## src/rtl/mem_port_arbiter_pkg.sv

```systemverilog
// Shared types for the unified-memory port arbiter: priority state, read-owner tag
// and the word-width code used for instruction fetches.
package mem_port_arbiter_pkg;

    typedef enum logic [0:0] {
        PRI_D  = 1'b0,
        PRI_IF = 1'b1
    } arb_state_e;

    typedef enum logic [1:0] {
        OWN_NONE = 2'd0,
        OWN_IF   = 2'd1,
        OWN_D    = 2'd2
    } arb_owner_e;

    localparam logic [2:0] WID_WORD = 3'b010;

    localparam int ADDR_W_DEF       = 16;
    localparam int DATA_W_DEF       = 64;
    localparam int STARVE_LIMIT_DEF = 4;

    // Counter must be able to hold STARVE_LIMIT itself, where it saturates.
    function automatic int starve_cnt_w(input int limit);
        return $clog2(limit + 1);
    endfunction

endpackage

```

## src/rtl/mem_port_arbiter_if.sv

```systemverilog
// Bundle of fetch, load/store and RAM-side signals around the memory port arbiter.
// Signal suffixes are relative to the arbiter (slave modport).
interface mem_port_arbiter_if
    import mem_port_arbiter_pkg::*;
#(
    parameter int ADDR_W = ADDR_W_DEF,
    parameter int DATA_W = DATA_W_DEF
);
    logic              flush_i;

    logic              if_req_i;
    logic [ADDR_W-1:0] if_addr_i;
    logic              if_gnt_o;
    logic              if_rvalid_o;
    logic [DATA_W-1:0] if_rdata_o;

    logic              d_req_i;
    logic              d_we_i;
    logic [ADDR_W-1:0] d_addr_i;
    logic [DATA_W-1:0] d_wdata_i;
    logic [2:0]        d_wid_i;
    logic              d_gnt_o;
    logic              d_rvalid_o;
    logic [DATA_W-1:0] d_rdata_o;

    logic              ram_en_o;
    logic              ram_we_o;
    logic [ADDR_W-1:0] ram_addr_o;
    logic [DATA_W-1:0] ram_wdata_o;
    logic [2:0]        ram_wid_o;
    logic [DATA_W-1:0] ram_rdata_i;

    modport slave (
        input  flush_i,
        input  if_req_i, if_addr_i,
        output if_gnt_o, if_rvalid_o, if_rdata_o,
        input  d_req_i, d_we_i, d_addr_i, d_wdata_i, d_wid_i,
        output d_gnt_o, d_rvalid_o, d_rdata_o,
        output ram_en_o, ram_we_o, ram_addr_o, ram_wdata_o, ram_wid_o,
        input  ram_rdata_i
    );

    modport master (
        output flush_i,
        output if_req_i, if_addr_i,
        input  if_gnt_o, if_rvalid_o, if_rdata_o,
        output d_req_i, d_we_i, d_addr_i, d_wdata_i, d_wid_i,
        input  d_gnt_o, d_rvalid_o, d_rdata_o,
        input  ram_en_o, ram_we_o, ram_addr_o, ram_wdata_o, ram_wid_o,
        output ram_rdata_i
    );

endinterface

```

## src/rtl/mem_arb_starve_ctr.sv

```systemverilog
// Counts consecutive cycles the fetch requester is denied; flags the cycle on which
// one more denial reaches the starvation limit.
module mem_arb_starve_ctr
    import mem_port_arbiter_pkg::*;
#(
    parameter  int STARVE_LIMIT = STARVE_LIMIT_DEF,
    localparam int CNT_W        = starve_cnt_w(STARVE_LIMIT)
) (
    input  logic clk_i,
    input  logic rst_i,
    input  logic req_i,
    input  logic gnt_i,
    output logic at_limit_o
);

    localparam logic [CNT_W-1:0] CNT_MAX  = CNT_W'(STARVE_LIMIT);
    localparam logic [CNT_W-1:0] CNT_LAST = CNT_W'(STARVE_LIMIT - 1);

    logic [CNT_W-1:0] cnt_reg;
    logic [CNT_W-1:0] cnt_next;

    always_comb begin
        cnt_next = cnt_reg;
        if (!req_i || gnt_i) begin
            cnt_next = '0;
        end else if (cnt_reg != CNT_MAX) begin
            cnt_next = cnt_reg + CNT_W'(1);
        end
    end

    always_ff @(posedge clk_i or posedge rst_i) begin
        if (rst_i) begin
            cnt_reg <= '0;
        end else begin
            cnt_reg <= cnt_next;
        end
    end

    assign at_limit_o = (cnt_reg == CNT_LAST);

endmodule

```

## src/rtl/mem_port_arbiter.sv

```systemverilog
// Single-port RAM arbiter between instruction fetch and MEM-stage load/store.
// One combinational grant per cycle, 1-cycle read return routed to its owner.
module mem_port_arbiter
    import mem_port_arbiter_pkg::*;
#(
    parameter int ADDR_W       = ADDR_W_DEF,
    parameter int DATA_W       = DATA_W_DEF,
    parameter int STARVE_LIMIT = STARVE_LIMIT_DEF
) (
    input  logic                clk_i,
    input  logic                rst_i,
    mem_port_arbiter_if.slave   bus
);

    arb_state_e        state_reg;
    arb_state_e        state_next;
    arb_owner_e        rd_owner_reg;
    arb_owner_e        rd_owner_next;

    logic              if_gnt;
    logic              d_gnt;
    logic              starve_at_limit;
    logic [ADDR_W-1:0] ram_addr_mux;
    logic [DATA_W-1:0] ram_wdata_mux;
    logic [2:0]        ram_wid_mux;

    mem_arb_starve_ctr #(
        .STARVE_LIMIT (STARVE_LIMIT)
    ) u_starve_ctr (
        .clk_i      (clk_i),
        .rst_i      (rst_i),
        .req_i      (bus.if_req_i),
        .gnt_i      (if_gnt),
        .at_limit_o (starve_at_limit)
    );

    // A flush removes fetch from contention, so a waiting load/store wins in either state.
    always_comb begin
        if_gnt     = 1'b0;
        d_gnt      = 1'b0;
        state_next = state_reg;

        if (!rst_i) begin
            if_gnt = bus.if_req_i && !bus.flush_i
                     && ((state_reg == PRI_IF) || !bus.d_req_i);
            d_gnt  = bus.d_req_i && !if_gnt;
        end

        case (state_reg)
            PRI_D: begin
                if (starve_at_limit && bus.if_req_i && !if_gnt) begin
                    state_next = PRI_IF;
                end
            end
            PRI_IF: begin
                if (if_gnt || !bus.if_req_i) begin
                    state_next = PRI_D;
                end
            end
            default: state_next = PRI_D;
        endcase
    end

    always_comb begin
        rd_owner_next = OWN_NONE;
        if (if_gnt) begin
            rd_owner_next = OWN_IF;
        end else if (d_gnt && !bus.d_we_i) begin
            rd_owner_next = OWN_D;
        end
    end

    always_ff @(posedge clk_i or posedge rst_i) begin
        if (rst_i) begin
            state_reg    <= PRI_D;
            rd_owner_reg <= OWN_NONE;
        end else begin
            state_reg    <= state_next;
            rd_owner_reg <= rd_owner_next;
        end
    end

    // Idle cycles drive zeros so the RAM bus is quiet when nobody owns it.
    always_comb begin
        ram_addr_mux  = '0;
        ram_wdata_mux = '0;
        ram_wid_mux   = 3'b000;
        if (d_gnt) begin
            ram_addr_mux = bus.d_addr_i;
            ram_wid_mux  = bus.d_wid_i;
            if (bus.d_we_i) begin
                ram_wdata_mux = bus.d_wdata_i;
            end
        end else if (if_gnt) begin
            ram_addr_mux = bus.if_addr_i;
            ram_wid_mux  = WID_WORD;
        end
    end

    assign bus.if_gnt_o    = if_gnt;
    assign bus.d_gnt_o     = d_gnt;

    assign bus.ram_en_o    = if_gnt || d_gnt;
    assign bus.ram_we_o    = d_gnt && bus.d_we_i;
    assign bus.ram_addr_o  = ram_addr_mux;
    assign bus.ram_wdata_o = ram_wdata_mux;
    assign bus.ram_wid_o   = ram_wid_mux;

    assign bus.if_rvalid_o = !rst_i && (rd_owner_reg == OWN_IF) && !bus.flush_i;
    assign bus.d_rvalid_o  = !rst_i && (rd_owner_reg == OWN_D);
    assign bus.if_rdata_o  = bus.ram_rdata_i;
    assign bus.d_rdata_o   = bus.ram_rdata_i;

endmodule

```

## src/flat_wrapper.sv

```systemverilog
// flat-port wrapper written by rule: the top's interface ports become plain ports
module mem_port_arbiter_flat import mem_port_arbiter_pkg::*;
#(
    parameter int ADDR_W       = ADDR_W_DEF,
    parameter int DATA_W       = DATA_W_DEF,
    parameter int STARVE_LIMIT = STARVE_LIMIT_DEF
)
  (clk_i, rst_i, bus_flush_i, bus_if_req_i, bus_if_addr_i, bus_if_gnt_o, bus_if_rvalid_o, bus_if_rdata_o, bus_d_req_i, bus_d_we_i, bus_d_addr_i, bus_d_wdata_i, bus_d_wid_i, bus_d_gnt_o, bus_d_rvalid_o, bus_d_rdata_o, bus_ram_en_o, bus_ram_we_o, bus_ram_addr_o, bus_ram_wdata_o, bus_ram_wid_o, bus_ram_rdata_i);
  mem_port_arbiter_if #(.ADDR_W(ADDR_W), .DATA_W(DATA_W)) bus_i ();
  input  logic clk_i;
  input  logic rst_i;
  input wire logic [$bits(bus_i.flush_i)-1:0] bus_flush_i;
  input wire logic [$bits(bus_i.if_req_i)-1:0] bus_if_req_i;
  input wire logic [$bits(bus_i.if_addr_i)-1:0] bus_if_addr_i;
  output wire logic [$bits(bus_i.if_gnt_o)-1:0] bus_if_gnt_o;
  output wire logic [$bits(bus_i.if_rvalid_o)-1:0] bus_if_rvalid_o;
  output wire logic [$bits(bus_i.if_rdata_o)-1:0] bus_if_rdata_o;
  input wire logic [$bits(bus_i.d_req_i)-1:0] bus_d_req_i;
  input wire logic [$bits(bus_i.d_we_i)-1:0] bus_d_we_i;
  input wire logic [$bits(bus_i.d_addr_i)-1:0] bus_d_addr_i;
  input wire logic [$bits(bus_i.d_wdata_i)-1:0] bus_d_wdata_i;
  input wire logic [$bits(bus_i.d_wid_i)-1:0] bus_d_wid_i;
  output wire logic [$bits(bus_i.d_gnt_o)-1:0] bus_d_gnt_o;
  output wire logic [$bits(bus_i.d_rvalid_o)-1:0] bus_d_rvalid_o;
  output wire logic [$bits(bus_i.d_rdata_o)-1:0] bus_d_rdata_o;
  output wire logic [$bits(bus_i.ram_en_o)-1:0] bus_ram_en_o;
  output wire logic [$bits(bus_i.ram_we_o)-1:0] bus_ram_we_o;
  output wire logic [$bits(bus_i.ram_addr_o)-1:0] bus_ram_addr_o;
  output wire logic [$bits(bus_i.ram_wdata_o)-1:0] bus_ram_wdata_o;
  output wire logic [$bits(bus_i.ram_wid_o)-1:0] bus_ram_wid_o;
  input wire logic [$bits(bus_i.ram_rdata_i)-1:0] bus_ram_rdata_i;
  assign bus_i.flush_i = bus_flush_i;
  assign bus_i.if_req_i = bus_if_req_i;
  assign bus_i.if_addr_i = bus_if_addr_i;
  assign bus_if_gnt_o = bus_i.if_gnt_o;
  assign bus_if_rvalid_o = bus_i.if_rvalid_o;
  assign bus_if_rdata_o = bus_i.if_rdata_o;
  assign bus_i.d_req_i = bus_d_req_i;
  assign bus_i.d_we_i = bus_d_we_i;
  assign bus_i.d_addr_i = bus_d_addr_i;
  assign bus_i.d_wdata_i = bus_d_wdata_i;
  assign bus_i.d_wid_i = bus_d_wid_i;
  assign bus_d_gnt_o = bus_i.d_gnt_o;
  assign bus_d_rvalid_o = bus_i.d_rvalid_o;
  assign bus_d_rdata_o = bus_i.d_rdata_o;
  assign bus_ram_en_o = bus_i.ram_en_o;
  assign bus_ram_we_o = bus_i.ram_we_o;
  assign bus_ram_addr_o = bus_i.ram_addr_o;
  assign bus_ram_wdata_o = bus_i.ram_wdata_o;
  assign bus_ram_wid_o = bus_i.ram_wid_o;
  assign bus_i.ram_rdata_i = bus_ram_rdata_i;
  mem_port_arbiter #(.ADDR_W(ADDR_W), .DATA_W(DATA_W), .STARVE_LIMIT(STARVE_LIMIT)) u_core (.clk_i(clk_i), .rst_i(rst_i), .bus(bus_i));
endmodule
```

## config.mk

```make
export PLATFORM = sky130hd
export DESIGN_NAME = mem_port_arbiter_flat
export DESIGN_NICKNAME = d
export VERILOG_FILES = /design/src/rtl/mem_port_arbiter_pkg.sv /design/src/rtl/mem_port_arbiter_if.sv /design/src/rtl/mem_arb_starve_ctr.sv /design/src/rtl/mem_port_arbiter.sv /design/src/flat_wrapper.sv
export SDC_FILE = /design/constraint.sdc
export NUM_CORES = 1
export LEC_CHECK = 0
export ABC_AREA = 1
export CAP_MARGIN = 0
export CORE_AREA = 2 2 151 153
export CTS_CLUSTER_DIAMETER = 60
export DETAILED_ROUTE_END_ITERATION = 16
export DIE_AREA = 0 0 153 155
export PLACE_DENSITY = 0.55
export SKIP_LAST_GASP = 1
export SYNTH_ARGS = -nofsm -noshare
export SYNTH_HDL_FRONTEND = slang
export SYNTH_SLANG_ARGS = --single-unit
```

## constraint.sdc

```tcl
create_clock -name clk_i -period 2.72 [get_ports clk_i]
set_input_delay 0.816 -clock clk_i [delete_from_list [all_inputs] [get_ports clk_i]]
set_output_delay 0.816 -clock clk_i [all_outputs]
set_load 0.02 [all_outputs]
```

==> results.toml <==
[routing]
drt_pre_antenna_iters = 4
avgViaCountPerCell = 3.37
vias = 2487
dr.first_iter.drc_count = 104
routed_wirelength_um = 9550
drc_errors = 0
drt.antenna.violating_nets = 0
routed_wire_length_per_instance_um = 12.9

[die]
io_pins = 386
start_util_pct = 9.89
fp.dieArea_sq_mm = 0.0237
core-area_sq_mm = 0.0222
fp.dieW_um = 153
core.rowCount = 55
die_height_um = 155

[sta]
fin_crit_sh_pct = 97.2
maxClockFrequency_mhz = 378
hold_violation_count_in_the_final_report = 0
timing.clock.skew_ns = 0.000521
max-slew-margin-rel_pct = 84.6
slew_viol_final = 0
final.min_clock_period_ns = 2.64
hold_slack_ns = 0.524
rsz0062_at_grt = "false"
finalSetupViolations = 0
worstMarginPinSlew_ns = 0.230

[place]
inst_count_dp = 721
port_buffers = 193
hpwlAfterDp_um = 7120
place.gp.congestion = 0.713

[cts]
ctsLongestPathBuffers = 2
tritoncts = "yes"
htree_num_levels = 1
tritoncts_num_sinks = 6
clock_latency_ns = 0.23
cts_made_buffers = 3
clk_pin_slew_worst_paths_ns = 0.03
cts.root.buffer_cell = "sky130_fd_sc_hd__clkbuf_16"

[critical_path]
timing_worst_setup_path_type = "primary input to output pin"
rr_worst_depth = 4
worst-endpoint-arrival_ns = 1.83
endpoint_kind_of_the_worst_setup_timing_path = "output pin"
startpoint_type = "primary input"
critical_path_required_ns = 1.90
worst-path-max-fanout = 13

[finish]
nNetsFinal = 627
drive_gt1_share_pct = 33.1
layout-area-overhead-vs-synth_pct = 68.6
instances_no_fill = 738
num-fill-cells = 2582
antenna-diode-count = 0
largest_register_ffs = 3
postLayoutCoreUtil_pct = 16.7

[grt]
final_global_route_overflow_total = 0
grt_pass1_wl_um = 13200
antenna_found_initial = 0
vias_in_the_first_global_route = 2479
grt_start_max_net_pins = 36
global_route_total_usage_across_every_layer_pct = 7.02

[pwr]
power_uw = 867
power.net_switching_uw = 296
sw_frac_of_total_pct = 34.1
vdd.ir_drop.worst_mv = 0.136
power_frac_seq_pct = 12.5
powerDensity_mw_per_mm2 = 234
clkPwrFrac_pct = 27.1
cellLeakagePower_uw = 0.00174
internal_power_uw = 571
p_comb_share_pct = 60.4

[min_path]
hold-path-cell-count = 2
min_path_type = "flip-flop to flip-flop"

[synthesis]
syn_nets = 546
yosysTopAreaCellShare_pct = 43.7
total_of_flip_flops_plus_latches_after_synthesis = 6
cell_type_contributing_the_most_total_cell_area_after_synthesis = "sky130_fd_sc_hd__buf_4"
post_synth_inst_count = 374
synthesis.area_per_instance_sq_um = 5.88
yosys-top-cells-area = "sky130_fd_sc_hd__buf_4 44%, sky130_fd_sc_hd__nand2_1 15%, sky130_fd_sc_hd__nor2_1 11%"
synth.cell_area_sq_mm = 0.00220
library_cells_used_by_synthesis = 21
yosysWarnings = 0
seq_area_frac_synth_pct = 6.83

[outcome]
outcome = "finished, final reports clean"

[job]
cap_violations = 0
==> what timing repair did <==
item / 4_1_cts / 5_1_grt
pin swaps: 2 / 4
hold buffers: 0 / 0
gates cloned: 3 / 4
setup endpoints to repair: 89 / 67
buffers inserted: 5 / 2
resized for setup: 341 / 52
==> logic make-up (layout without fill, tap and decap cells) <==
family	count (synthesis)	after routing	share of synthesized area [%]
buffers and inverters	163	242	51.1
AND/OR/NAND/NOR	199	199	39.6
adder cells (fa/ha/maj)	3	3	1.71
flip-flops	6	6	6.83
AO/OA/AOI/OAI	2	2	0.455
XOR/XNOR	1	1	0.398
==> layer usage <==
layer  wire length [um]  track usage (%)  up-vias
met5                  0                0        -
li1                   -                -     1176
met3               1330             3.82       48
met1               3280             6.68     1033
met2               4450             11.9      230
met4                495             4.41        0
==> layout by cell type (no fill, tap or decap), drive strengths merged <==
cell           count
clkbuf             9
nor2              75
o21ai              2
clkinvlp           1
clkdlybuf4s15     13
clkdlybuf4s50    100
dlygate4sd2        3
ha                 3
xor2               1
inv               14
buf              102
nand4             16
nor3               1
and2               1
nand2             88
dfrtp              6
nand3             18
==> critical path, stage by stage <==
cell and delay [ns]:
sky130_fd_sc_hd__buf_4 0.12, sky130_fd_sc_hd__inv_4 0.07, sky130_fd_sc_hd__nor2_8 0.05, sky130_fd_sc_hd__nand2_4 0.09
sky130_fd_sc_hd__nand2_8 0.11, sky130_fd_sc_hd__buf_12 0.15, sky130_fd_sc_hd__clkbuf_16 0.16, sky130_fd_sc_hd__nor2_1 0.08
sky130_fd_sc_hd__buf_2 0.16
==> Yosys cell counts <==
cell and count:
sky130_fd_sc_hd__nor2_8 1, sky130_fd_sc_hd__clkbuf_1 5, sky130_fd_sc_hd__dfrtp_1 6, sky130_fd_sc_hd__nor2_2 9, sky130_fd_sc_hd__nor3_1 1, sky130_fd_sc_hd__inv_2 3, sky130_fd_sc_hd__buf_1 1, sky130_fd_sc_hd__ha_1 3
sky130_fd_sc_hd__and2_1 1, sky130_fd_sc_hd__buf_2 12, sky130_fd_sc_hd__inv_1 12, sky130_fd_sc_hd__nand2_4 2, sky130_fd_sc_hd__buf_6 2, sky130_fd_sc_hd__o21ai_0 2, sky130_fd_sc_hd__nor2_1 65, sky130_fd_sc_hd__nand4_1 16
sky130_fd_sc_hd__buf_4 128, sky130_fd_sc_hd__nand2_1 85, sky130_fd_sc_hd__nand3_1 18, sky130_fd_sc_hd__xor2_1 1, sky130_fd_sc_hd__nand2_2 1
==> power groups by stage <==
stage | clock, uW | combinational, uW | sequential (uW)
floorplan | 0 | 478 | 108
CTS | 241 | 497 | 109
global route | 248 | 574 | 110
detailed placement | 0 | 494 | 110
global placement | 0 | 493 | 109
finish | 235 | 524 | 109
==> per-stage QoR <==
step	setup WS (ns)	TNS (ns)	cell area (sq um)
finish	0.0760	0	3710
global placement	-0.681	-55.31	3590
detailed placement	-0.696	-55.78	3590
global route	0.00628	0	3710
floorplan	0.233	0	2200
CTS	-0.0896	-1.38	3500
==> worst paths after layout <==
check / startpoint / end / slack, ns
worst min-delay path: u_core.state_reg / u_core.state_reg / 0.52
worst min register to register: u_core.state_reg / u_core.state_reg / 0.52
worst max-delay path: bus_if_req_i / bus_ram_wdata_o[17] / 0.08
worst max register to register: u_core.u_starve_ctr.cnt_reg[0] / u_core.u_starve_ctr.cnt_reg[2] / 1.52
max in group asynchronous: rst_i / u_core.u_starve_ctr.cnt_reg[2] / 1.76
min in group asynchronous: rst_i / u_core.rd_owner_reg[0] / 0.84
==> area by class of cell <==
cell class | instances | area, sq um | area share (%)
sequential | 6 | 150 | 4.05
multi-input combinational | 205 | 987 | 26.6
tap | 285 | 357 | 9.62
timing repair buffer | 224 | 2070 | 55.9
inverter | 15 | 65.1 | 1.75
clock buffer | 3 | 75.1 | 2.02
Power figures use the tool's default switching activity.
